--- src/rtl/map_loader_pkg.sv ---
// Shared game package: cell codes, map index constants, board size defaults,
// loader FSM state encoding and the select-clamping helper.
package map_loader_pkg;

    // Board cell codes stored in the map ROM and in the board RAM.
    typedef enum logic [1:0] {
        CELL_EMPTY = 2'd0,
        CELL_WALL  = 2'd1,
        CELL_BLUE  = 2'd2,
        CELL_RED   = 2'd3
    } cell_t;

    // Map 0 is the menu screen; play maps start at 1.
    localparam logic [1:0] MAP_MENU       = 2'd0;
    localparam logic [1:0] MAP_FIRST_PLAY = 2'd1;

    localparam int GRID_W_DEFAULT = 80;
    localparam int GRID_H_DEFAULT = 60;

    typedef enum logic [1:0] {
        ST_IDLE  = 2'd0,
        ST_FETCH = 2'd1,
        ST_DRAIN = 2'd2,
        ST_DONE  = 2'd3
    } load_state_t;

    // Out-of-range selects fall back to the menu map.
    function automatic logic [1:0] clamp_sel(input logic [1:0] sel, input int num_maps);
        return (int'(sel) >= num_maps) ? MAP_MENU : sel;
    endfunction

    function automatic logic sel_out_of_range(input logic [1:0] sel, input int num_maps);
        return int'(sel) >= num_maps;
    endfunction

endpackage

--- src/rtl/map_loader_delay.sv ---
// ROM read-latency matcher: a LATENCY-deep shift register carrying a valid
// bit and the cell index of every issued ROM read, so the index arrives at the
// RAM write port together with the matching rom_data.
// Ports:
//   Clk, Reset_n      clock, asynchronous active-low clear
//   in_valid, in_idx  read issued this cycle and its cell index
//   out_valid, out_idx  read whose data is on rom_data this cycle
//   inflight          a valid sits in any stage other than the last one,
//                     i.e. the line is not empty after the next edge
module map_loader_delay #(
    parameter int LATENCY = 1,
    parameter int IDX_W   = 3
) (
    input  logic             Clk,
    input  logic             Reset_n,
    input  logic             in_valid,
    input  logic [IDX_W-1:0] in_idx,
    output logic             out_valid,
    output logic [IDX_W-1:0] out_idx,
    output logic             inflight
);

    logic [LATENCY-1:0] v;
    logic [IDX_W-1:0]   ix [LATENCY];

    always_ff @(posedge Clk or negedge Reset_n) begin
        if (!Reset_n) begin
            v <= '0;
            for (int i = 0; i < LATENCY; i++) begin
                ix[i] <= '0;
            end
        end else begin
            v[0]  <= in_valid;
            ix[0] <= in_idx;
            for (int i = 1; i < LATENCY; i++) begin
                v[i]  <= v[i-1];
                ix[i] <= ix[i-1];
            end
        end
    end

    always_comb begin
        inflight = 1'b0;
        for (int i = 0; i < LATENCY - 1; i++) begin
            inflight = inflight | v[i];
        end
    end

    assign out_valid = v[LATENCY-1];
    assign out_idx   = ix[LATENCY-1];

endmodule

--- src/rtl/map_loader.sv ---
// Map loader: copies one map (GRID_W*GRID_H cells) from the shared map ROM
// into the board RAM on request from the game FSM.
// Ports:
//   Clk, Reset_n         clock, asynchronous active-low reset
//   load_background      load request level (acted on while high)
//   background_select    map index to load (clamped to the menu if out of range)
//   rom_addr / rom_data  map ROM read port, data ROM_LATENCY cycles after address
//   ram_we/ram_addr/ram_wdata  board RAM write port
//   busy                 copy in progress (first issue through last write)
//   load_done            one-cycle pulse when a copy completes
//   loaded_map           last fully loaded map index
//   sel_error            sticky flag, an out-of-range select was clamped
//   fsm_state            current loader state (debug visibility)
//
// Handshake: load_background is a level request. In IDLE a high level starts a
// copy. While a copy runs, a new request (a high level not continuing the one
// that started the copy) is remembered in pending/pending_sel, newest select
// wins, and starts the next copy straight out of DONE. A level that is high
// during DONE itself starts a reload immediately.
module map_loader
    import map_loader_pkg::*;
#(
    parameter int GRID_W      = GRID_W_DEFAULT,
    parameter int GRID_H      = GRID_H_DEFAULT,
    parameter int NUM_MAPS    = 4,
    parameter int ROM_LATENCY = 1,
    parameter int CELL_W      = 2,
    localparam int N          = GRID_W * GRID_H,
    localparam int IDX_W      = $clog2(N),
    localparam int ROM_AW     = $clog2(NUM_MAPS * N)
) (
    input  logic              Clk,
    input  logic              Reset_n,
    input  logic              load_background,
    input  logic [1:0]        background_select,
    output logic [ROM_AW-1:0] rom_addr,
    input  logic [CELL_W-1:0] rom_data,
    output logic              ram_we,
    output logic [IDX_W-1:0]  ram_addr,
    output logic [CELL_W-1:0] ram_wdata,
    output logic              busy,
    output logic              load_done,
    output logic [1:0]        loaded_map,
    output logic              sel_error,
    output logic [1:0]        fsm_state
);

    localparam logic [IDX_W-1:0] LAST_IDX = IDX_W'(N - 1);

    load_state_t      state, state_d;
    logic [IDX_W-1:0] idx;
    logic [1:0]       cur_map;
    logic [1:0]       loaded_q;
    logic             pending;
    logic [1:0]       pending_sel;
    logic             held;

    logic             start;
    logic [1:0]       start_sel;
    logic             set_pending;
    logic             clear_pending;
    logic             take_req_error;

    logic             d_valid;
    logic [IDX_W-1:0] d_idx;
    logic             d_inflight;

    // Next-state and control decode.
    always_comb begin
        state_d        = state;
        start          = 1'b0;
        start_sel      = cur_map;
        set_pending    = 1'b0;
        clear_pending  = 1'b0;
        take_req_error = 1'b0;
        case (state)
            ST_IDLE: begin
                if (load_background) begin
                    start          = 1'b1;
                    start_sel      = clamp_sel(background_select, NUM_MAPS);
                    take_req_error = sel_out_of_range(background_select, NUM_MAPS);
                    state_d        = ST_FETCH;
                end
            end
            ST_FETCH: begin
                if (idx == LAST_IDX) begin
                    state_d = ST_DRAIN;
                end
                // A level still held from the accepted request is not a new one.
                if (load_background && !held) begin
                    set_pending    = 1'b1;
                    take_req_error = sel_out_of_range(background_select, NUM_MAPS);
                end
            end
            ST_DRAIN: begin
                if (!d_inflight) begin
                    state_d = ST_DONE;
                end
                if (load_background && !held) begin
                    set_pending    = 1'b1;
                    take_req_error = sel_out_of_range(background_select, NUM_MAPS);
                end
            end
            ST_DONE: begin
                clear_pending = 1'b1;
                state_d       = ST_IDLE;
                if (load_background) begin
                    start          = 1'b1;
                    start_sel      = clamp_sel(background_select, NUM_MAPS);
                    take_req_error = sel_out_of_range(background_select, NUM_MAPS);
                    state_d        = ST_FETCH;
                end else if (pending) begin
                    start     = 1'b1;
                    start_sel = pending_sel;
                    state_d   = ST_FETCH;
                end
            end
            default: state_d = ST_IDLE;
        endcase
    end

    always_ff @(posedge Clk or negedge Reset_n) begin
        if (!Reset_n) begin
            state <= ST_IDLE;
        end else begin
            state <= state_d;
        end
    end

    always_ff @(posedge Clk or negedge Reset_n) begin
        if (!Reset_n) begin
            idx         <= '0;
            cur_map     <= MAP_MENU;
            loaded_q    <= MAP_MENU;
            pending     <= 1'b0;
            pending_sel <= MAP_MENU;
            held        <= 1'b0;
            sel_error   <= 1'b0;
        end else begin
            if (start) begin
                cur_map <= start_sel;
                idx     <= '0;
            end else if (state == ST_FETCH && idx != LAST_IDX) begin
                idx <= idx + 1'b1;
            end

            if (clear_pending) begin
                pending <= 1'b0;
            end else if (set_pending) begin
                pending     <= 1'b1;
                pending_sel <= clamp_sel(background_select, NUM_MAPS);
            end

            // Tracks the request level that started the running copy.
            held <= load_background && (held || start);

            if (state == ST_DONE) begin
                loaded_q <= cur_map;
            end

            if (take_req_error) begin
                sel_error <= 1'b1;
            end
        end
    end

    map_loader_delay #(
        .LATENCY (ROM_LATENCY),
        .IDX_W   (IDX_W)
    ) u_delay (
        .Clk       (Clk),
        .Reset_n   (Reset_n),
        .in_valid  (state == ST_FETCH),
        .in_idx    (idx),
        .out_valid (d_valid),
        .out_idx   (d_idx),
        .inflight  (d_inflight)
    );

    // Full-width base + offset, so a map never wraps into its neighbour.
    always_comb begin
        rom_addr = '0;
        if (state == ST_FETCH) begin
            rom_addr = ROM_AW'(cur_map) * ROM_AW'(N) + ROM_AW'(idx);
        end
    end

    assign ram_we     = d_valid;
    assign ram_addr   = d_valid ? d_idx : '0;
    assign ram_wdata  = d_valid ? rom_data : '0;
    assign busy       = (state == ST_FETCH) || (state == ST_DRAIN);
    assign load_done  = (state == ST_DONE);
    assign loaded_map = (state == ST_DONE) ? cur_map : loaded_q;
    assign fsm_state  = state;

endmodule

--- config.mk ---
export PLATFORM = sky130hd
export DESIGN_NAME = map_loader
export DESIGN_NICKNAME = d
export VERILOG_FILES = /design/src/rtl/map_loader_pkg.sv /design/src/rtl/map_loader_delay.sv /design/src/rtl/map_loader.sv
export SDC_FILE = /design/constraint.sdc
export NUM_CORES = 1
export LEC_CHECK = 0
export CORE_MARGIN = 2
export CORE_UTILIZATION = 53
export CTS_BUF_LIST = sky130_fd_sc_hd__clkbuf_2
export DETAILED_ROUTE_END_ITERATION = 10
export PLACE_DENSITY = 0.79
export SETUP_SLACK_MARGIN = 0.5
export SYNTH_ARGS = -nofsm -noshare
export SYNTH_HDL_FRONTEND = slang
export SYNTH_SLANG_ARGS = --single-unit
--- constraint.sdc ---
create_clock -name Clk -period 2.9 [get_ports Clk]
set_clock_uncertainty 0.1 [all_clocks]
set_input_delay 0.87 -clock Clk [delete_from_list [all_inputs] [get_ports Clk]]
set_output_delay 0.87 -clock Clk [all_outputs]
set_load 0.02 [all_outputs]
==> results.yml <==
setup_path:
  r2r_end: "pending_sel[1]"
  path_cells: "buf_6 -> buf_4 -> ha_4 -> ha_4 -> o21ai_0 -> nand2b_1 -> o221ai_2 -> o2bb2ai_2 -> buf_6"
  cp.required_ps: 1930
  endpoint_kind: "primary output"
  ff2ff_path_depth: 10
  max_stage_delay_ps: 460
  cp-startpoint: "cur_map[0]"
  cp_data_arrival_time_ps: 2390
  rrSetupSlack_ps: 590
  path_max_fanout: 3
  setup.worst_path.start_class: "flop"
  critPathSlowestCell: "dfrtp_1"
  worstSetupPathType: "flop to primary output"
  reg2reg_from: "fsm_state[0]"
global_route:
  grt-ovfl-total: 0
  grt_max_degree: 38
  track_usage_pct: 26.6
  grt_pass1_wl_microns: 8950
  first_global_vias: 1889
  grt_use_met2_pct: 44.0
  gr-max-usage-layer: "met2"
  antenna_found_initial: 0
  use_met3_pct: 5.50
  use_met1_pct: 34.8
layout:
  drive_gt1_share_pct: 51.8
  fillers: 173
  area.sequential_sq_um: 928
  fin_area_sq_mm: 0.00348
  n_antenna_cell: 0
  multi_input_area_sq_mm: 0.00150
  nNetsFinal: 336
  stdcell_count: 363
  syn_to_final_growth_pct: 62.5
floorplanning:
  die_w_microns: 67.6
  coreArea_sq_mm: 0.00394
  num_io_pins: 45
  row_count: 23
  die-area_sq_mm: 0.00456
  fp.dieH_microns: 67.6
  initial_core_util_pct: 54.3
synth:
  syn_inst: 214
  synthDistinctLibCells: 48
  seq_area_frac_synth_pct: 43.2
  synthTopCellsByArea: "dfrtp_1, ha_1, and2_1"
  ys_top_cells_by_count: "dfrtp_1, nor2_1, and2_1"
  synth.most_common_cell: "dfrtp_1"
  synth_edf_count: 0
  syn_area_sq_mm: 0.00214
  async_flop_share_pct: 100
  ys_warn_count: 0
  ys.flop_type: "dfrtp_1"
  yosys.area.top_type_share_pct: 43.2
  synth_top_cell_by_area: "dfrtp_1"
  syn_avg_cell_area_sq_um: 10.0
  synth-seq-cells: 37
  synth_nets: 238
clock_network:
  cts-root-buf: "clkbuf_2"
  clock_latency_ps: 440
  cts_tree: "yes"
  cts.sinks: 37
  path_clk_slew_ps: 190
  clock_path_buffers: 2
  htree_levels: 2
  cts_hold_buf: 0
  cts_buffers: 5
detailed_routing:
  vias_per_cell: 5.91
  drt_iter0_markers: 194
  drc: 0
  routed_wl_microns: 7240
  drt.antenna.violating_nets: 0
  dr.pass1.iters: 5
  num_vias: 2147
  avgRoutedWirePerCell_microns: 19.9
sta:
  setup_ws_ps: -460
  finalCriticalPeriod_ps: 3360
  hold_viol_final: 0
  max_freq_ghz: 0.298
  slew_violations: 0
  setup_violations: 7
  rsz0062_at_grt: "yes"
  period_share_pct: 116
min_path:
  min_path_type: "flop to flop"
  min_from: "idx[1]"
  holdPathStages: 0
  whs_endpoint: "u_delay.out_idx[1]"
run_status:
  violations: "setup timing"
  status: "complete, but fails checks"
pwr:
  clkPwrFrac_pct: 10.0
  seqPwrFrac_pct: 22.6
  p_per_area_mw_per_mm2: 951
  p_sw_share_pct: 41.9
  comb_power_share_pct: 67.4
  ir_drop_v: 0.000906
  p_int_w: 0.00192
  power.leakage_nw: 1.59
  switchingPower_w: 0.00138
placement:
  io_buffer_count: 43
  dpl.cell_count: 334
  dpl_cell_area_sq_mm: 0.00297
  dp_hpwl_microns: 3540
  gp_congestion: 0.855
run:
  maxCapViolCount: 0
[through the flow]
step / setup WS (ps) / power, W / hold slack [ps] / setup TNS, ps / util, %
after floorplan: 203 / 0.00163 / 318 / 0 / -
after global placement: -333 / 0.00220 / 360 / -1850 / 75.3
after detailed placement: -419 / 0.00224 / 363 / -2170 / 75.3
after CTS: -338 / 0.00287 / 402 / -1760 / 82.9
after global routing: -594 / 0.00347 / 447 / -3400 / 88.2
final: -460 / 0.00331 / 440 / -2410 / 88.2
[critical path, delay by kind of cell, from the launching register on]
kind | cells | cell delay [ps]
AOI/OAI and AO/OA | 3 | 570
adders and majority gates | 2 | 400
buffers and inverters | 3 | 410
DFF | 1 | 460
and+or+nand+nor | 1 | 140
[kinds of logic after synthesis]
group                    share of synthesized area (%)
multiplexers                                      4.97
other                                            0.175
AND/OR/NAND/NOR                                   22.5
flip-flops                                        43.2
adder cells (fa/ha/maj)                           10.3
buffers and inverters                             3.56
XOR/XNOR                                          3.68
AO/OA/AOI/OAI                                     11.6
[sequential cells by signal (all words and copies together), names as in the netlist]
register / cells
cur_map: 2
fsm_state: 2
held: 1
idx: 13
loaded_q: 2
pending: 1
pending_sel: 2
u_delay.out_idx: 13
u_delay.out_valid: 1
[placed cells by master, fill, tap and decap left out, types with 3 or more instances in the layout]
| master | instances |
|---|---|
| dlygate4sd2_1 | 4 |
| nor3_2 | 3 |
| o21ai_0 | 5 |
| mux2_2 | 3 |
| nand3_1 | 4 |
| and2_4 | 6 |
| ha_1 | 5 |
| clkbuf_2 | 19 |
| nand4_1 | 3 |
| ha_4 | 10 |
| a21oi_1 | 4 |
| inv_2 | 4 |
| a211oi_1 | 3 |
| mux2i_1 | 5 |
| and2_1 | 14 |
| nor2_1 | 20 |
| buf_4 | 39 |
| xnor2_1 | 7 |
| dfrtp_1 | 35 |
| clkdlybuf4s50_1 | 4 |
| nor4_1 | 4 |
| inv_1 | 7 |
| nor3_1 | 3 |
| nand2_1 | 7 |
| buf_6 | 32 |
| o21ai_2 | 3 |
[per-layer routing]
metal	vias to the layer above	routed length (microns)
met2	129	3620
met5	-	0
met4	0	349
met3	38	512
li1	941	-
met1	1039	2760
[layout make-up]
cell class,instances,share of cell area [%]
Clock inverter,2,0.971
Inverter,13,1.62
Multi-Input combinational cell,158,43.2
Tap cell,50,1.80
Sequential cell,37,26.7
Timing Repair Buffer,97,24.8
Clock buffer,6,0.863
[worst max-delay path by stage]
stage / end / slack, ps
floorplan: rom_addr[11] / 200
global placement: rom_addr[12] / -330
detailed placement: rom_addr[12] / -420
CTS: rom_addr[12] / -340
global route: rom_addr[13] / -590
finish: rom_addr[13] / -460
[repair_timing]
item	CTS	global route
gates resized for setup	189	55
pin swaps	5	17
cloned	0	1
endpoints found under the setup margin	37	32
setup buffers	8	12
[power groups by stage]
stage          Clock (W)  Sequential (W)  Combinational [W]
3_3_place_gp           0        0.000744            0.00146
2_1_floorplan          0        0.000757           0.000876
3_5_place_dp           0        0.000752            0.00149
6_report        0.000332        0.000748            0.00223
4_1_cts         0.000319        0.000731            0.00182
5_1_grt         0.000360        0.000762            0.00235
Power figures use the tool's default switching activity.
==> RTL edit: new RTL, config.mk and constraints unchanged <==
`ROM_LATENCY`: 1 -> 2.
--- a/src/rtl/map_loader.sv
+++ b/src/rtl/map_loader.sv
@@ -23,7 +23,7 @@
     parameter int GRID_W      = GRID_W_DEFAULT,
     parameter int GRID_H      = GRID_H_DEFAULT,
     parameter int NUM_MAPS    = 4,
-    parameter int ROM_LATENCY = 1,
+    parameter int ROM_LATENCY = 2,
     parameter int CELL_W      = 2,
     localparam int N          = GRID_W * GRID_H,
     localparam int IDX_W      = $clog2(N),
Function: changed (a bounded check fails within 4 cycles, from zero or initial values and one cycle with Reset_n low).
==> RTL edit against the unedited design <==
The flow still finishes with violations (negative setup slack). Die area grew 19%. Hold slack got worse by 0.18 ns. Synthesized area grew 20%. Sequential cell count is 14 higher. Design area increased by 13%. Worst setup slack got worse by 0.034 ns. Critical path depth down 2. Utilization down 4.8 points. Synthesized cell count increased by 11%. Wire length shrank 0.51%. Power increased by 8.0%. Sequential power is 30% higher. Highest routed layer unchanged.
==> RTL edit: results (changes against the unedited design) <==
[clocking]
ctsRootBufferMaster = clkbuf_2
clk_path_buf_depth = 2  ; unchanged
cts.clk_slew.worst_paths_ns = 0.26  ; +0.07 ns
insertion_delay_ns = 0.44  ; about the same
htreeDepth = 2  ; unchanged
numCtsBuffers = 5  ; unchanged

[global_routing]
grt_start_max_net_pins = 27  ; -29%
grt_first_pass_wirelength_um = 10100  ; +13%
antenna_found_initial = 0  ; unchanged
first_global_vias = 2160  ; +14%
grt_usage_pct = 24.6  ; -2.1 points

[synth]
yosysSeqAreaShare_pct = 49.7  ; +6.5 points
synth_cell_types = 45  ; -6.3%
syn_nets = 262  ; +10%
synth_top_area_share_pct = 49.7  ; +6.5 points
synth_warnings = 0  ; unchanged
synth_commonest_cells = dfrtp_1 (51), nor2_1 (23), and2_1 (21), ha_1 (17), inv_1 (15)
ys_top_cells_by_area = dfrtp_1 (50%), ha_1 (8.3%), and2_1 (5.1%)
synthArstFlopShare_pct = 100  ; unchanged

[detailed_routing]
vias_per_cell = 5.60  ; -5.3%
dr.pass1.iters = 4  ; -1
avgRoutedWirePerCell_um = 17.8  ; -11%
dr.first_iter.drc_count = 238  ; +23%

[worst_setup_path]
ff2ff_path_depth = 13  ; +3
cp.arrival_ns = 2.42  ; +0.03 ns
crit_fanout = 5  ; +2
rrSetupSlack_ns = 0.49  ; -0.10 ns

[timing]
setup_viol = 8  ; +1
worst_slack_ns = -0.494  ; -0.0340 ns
tightest_slew_ns = 0.784

[placed_design]
globalplace.congestion = 0.862  ; +0.87%
portBuffers = 43  ; unchanged
post-place-ws_ns = -0.455  ; -0.0360 ns
hpwlAfterDp_um = 3870  ; +9.4%

[power_and_ir_drop]
ir_worst_vdd_mv = 0.790  ; -13%
p_leak_nw = 1.90  ; +20%

[finish]
drive_above_1_share_pct = 50.4  ; -1.3 points
final_nets = 375  ; +12%
diodes = 0  ; unchanged
n_fill_cell = 275  ; +59%

[outcome]
violations = negative setup slack
outcome = finished with violations

[hold_path]
hp-class = input pin to asynchronous set/reset pin

## RTL edit: cell count changes in the layout (fill, tap and decap cells not counted), moves of 4 or more
cell	unedited run	this run
and3_1	0	4
buf_2	2	17
buf_4	39	48
buf_6	32	42
clkbuf_2	19	6
dfrtp_1	35	46
nor4_1	4	0
## RTL edit: final cells by class
class	count	area, um2	share of cell area (%)
tap	54	67.6	1.73
timing repair buffer	113	975	24.9
clock inverter	2	12.5	0.320
clock buffer	6	30.0	0.767
multi-input combinational	163	1480	37.9
sequential	51	1280	32.8
inverter	16	63.8	1.63
## RTL edit: routing by layer
metal | wire (um) | global-route usage, % | up-vias
met1 | 2930 | 30.4 | 1109
met5 | 0 | 0 | -
met2 | 3780 | 43.4 | 90
li1 | - | - | 1054
met4 | 176 | 8.69 | 0
met3 | 323 | 3.84 | 15
## RTL edit: path summary, 6_finish.rpt
kind                                 from                 end
setup / recovery               cur_map[1]        rom_addr[12]
hold / removal                    Reset_n             pending
min in group Clk           u_delay.ix[16]  u_delay.out_idx[3]
setup reg to reg             fsm_state[0]             idx[10]
max in group asynchronous         Reset_n      u_delay.ix[20]
hold reg to reg            u_delay.ix[16]  u_delay.out_idx[3]
## RTL edit: what timing repair did
item / CTS / global route
resized for setup: 219 / 45
hold buffers: 0 / 0
setup buffers: 19 / 12
pin swaps: 8 / 10
setup endpoints to repair: 37 / 35
gates cloned: 0 / 2
## RTL edit: through the flow
stage	setup TNS [ns]	instances	cell area [um2]	power [mW]	hold slack, ns
after global placement	-2.34	364	3370	2.44	0.231
after detailed placement	-2.57	364	3370	2.47	0.235
after floorplan	0	237	2640	1.88	0.231
after CTS	-2.72	391	3770	3.16	0.276
after global routing	-3.58	405	3920	3.74	0.276
final	-2.98	405	3920	3.57	0.260
## RTL edit: cell families after synthesis
logic type               synth area share, %
AO/OA/AOI/OAI                           12.0
flip-flops                              49.7
multiplexers                            5.60
other                                  0.146
AND/OR/NAND/NOR                         17.9
buffers and inverters                   3.85
XOR/XNOR                                1.71
adder cells (fa/ha/maj)                 9.06
## RTL edit: critical path, cell delays in order, from the launching register on
cell and delay [ns]:
dfrtp_2 0.54, ha_4 0.27, fa_2 0.37, nor2b_4 0.12, o211ai_1 0.11, a2111o_1 0.39
nand3_2 0.07, buf_6 0.11
## RTL edit: report_power, final
part | leakage [nW] | total, mW | switching, mW | internal [mW]
logic | 1.20 | 2.32 | 1.12 | 1.20
registers | 0.675 | 0.976 | 0.118 | 0.859
clock network | 0.0290 | 0.277 | 0.216 | 0.0614
total | 1.90 | 3.57 | 1.45 | 2.12
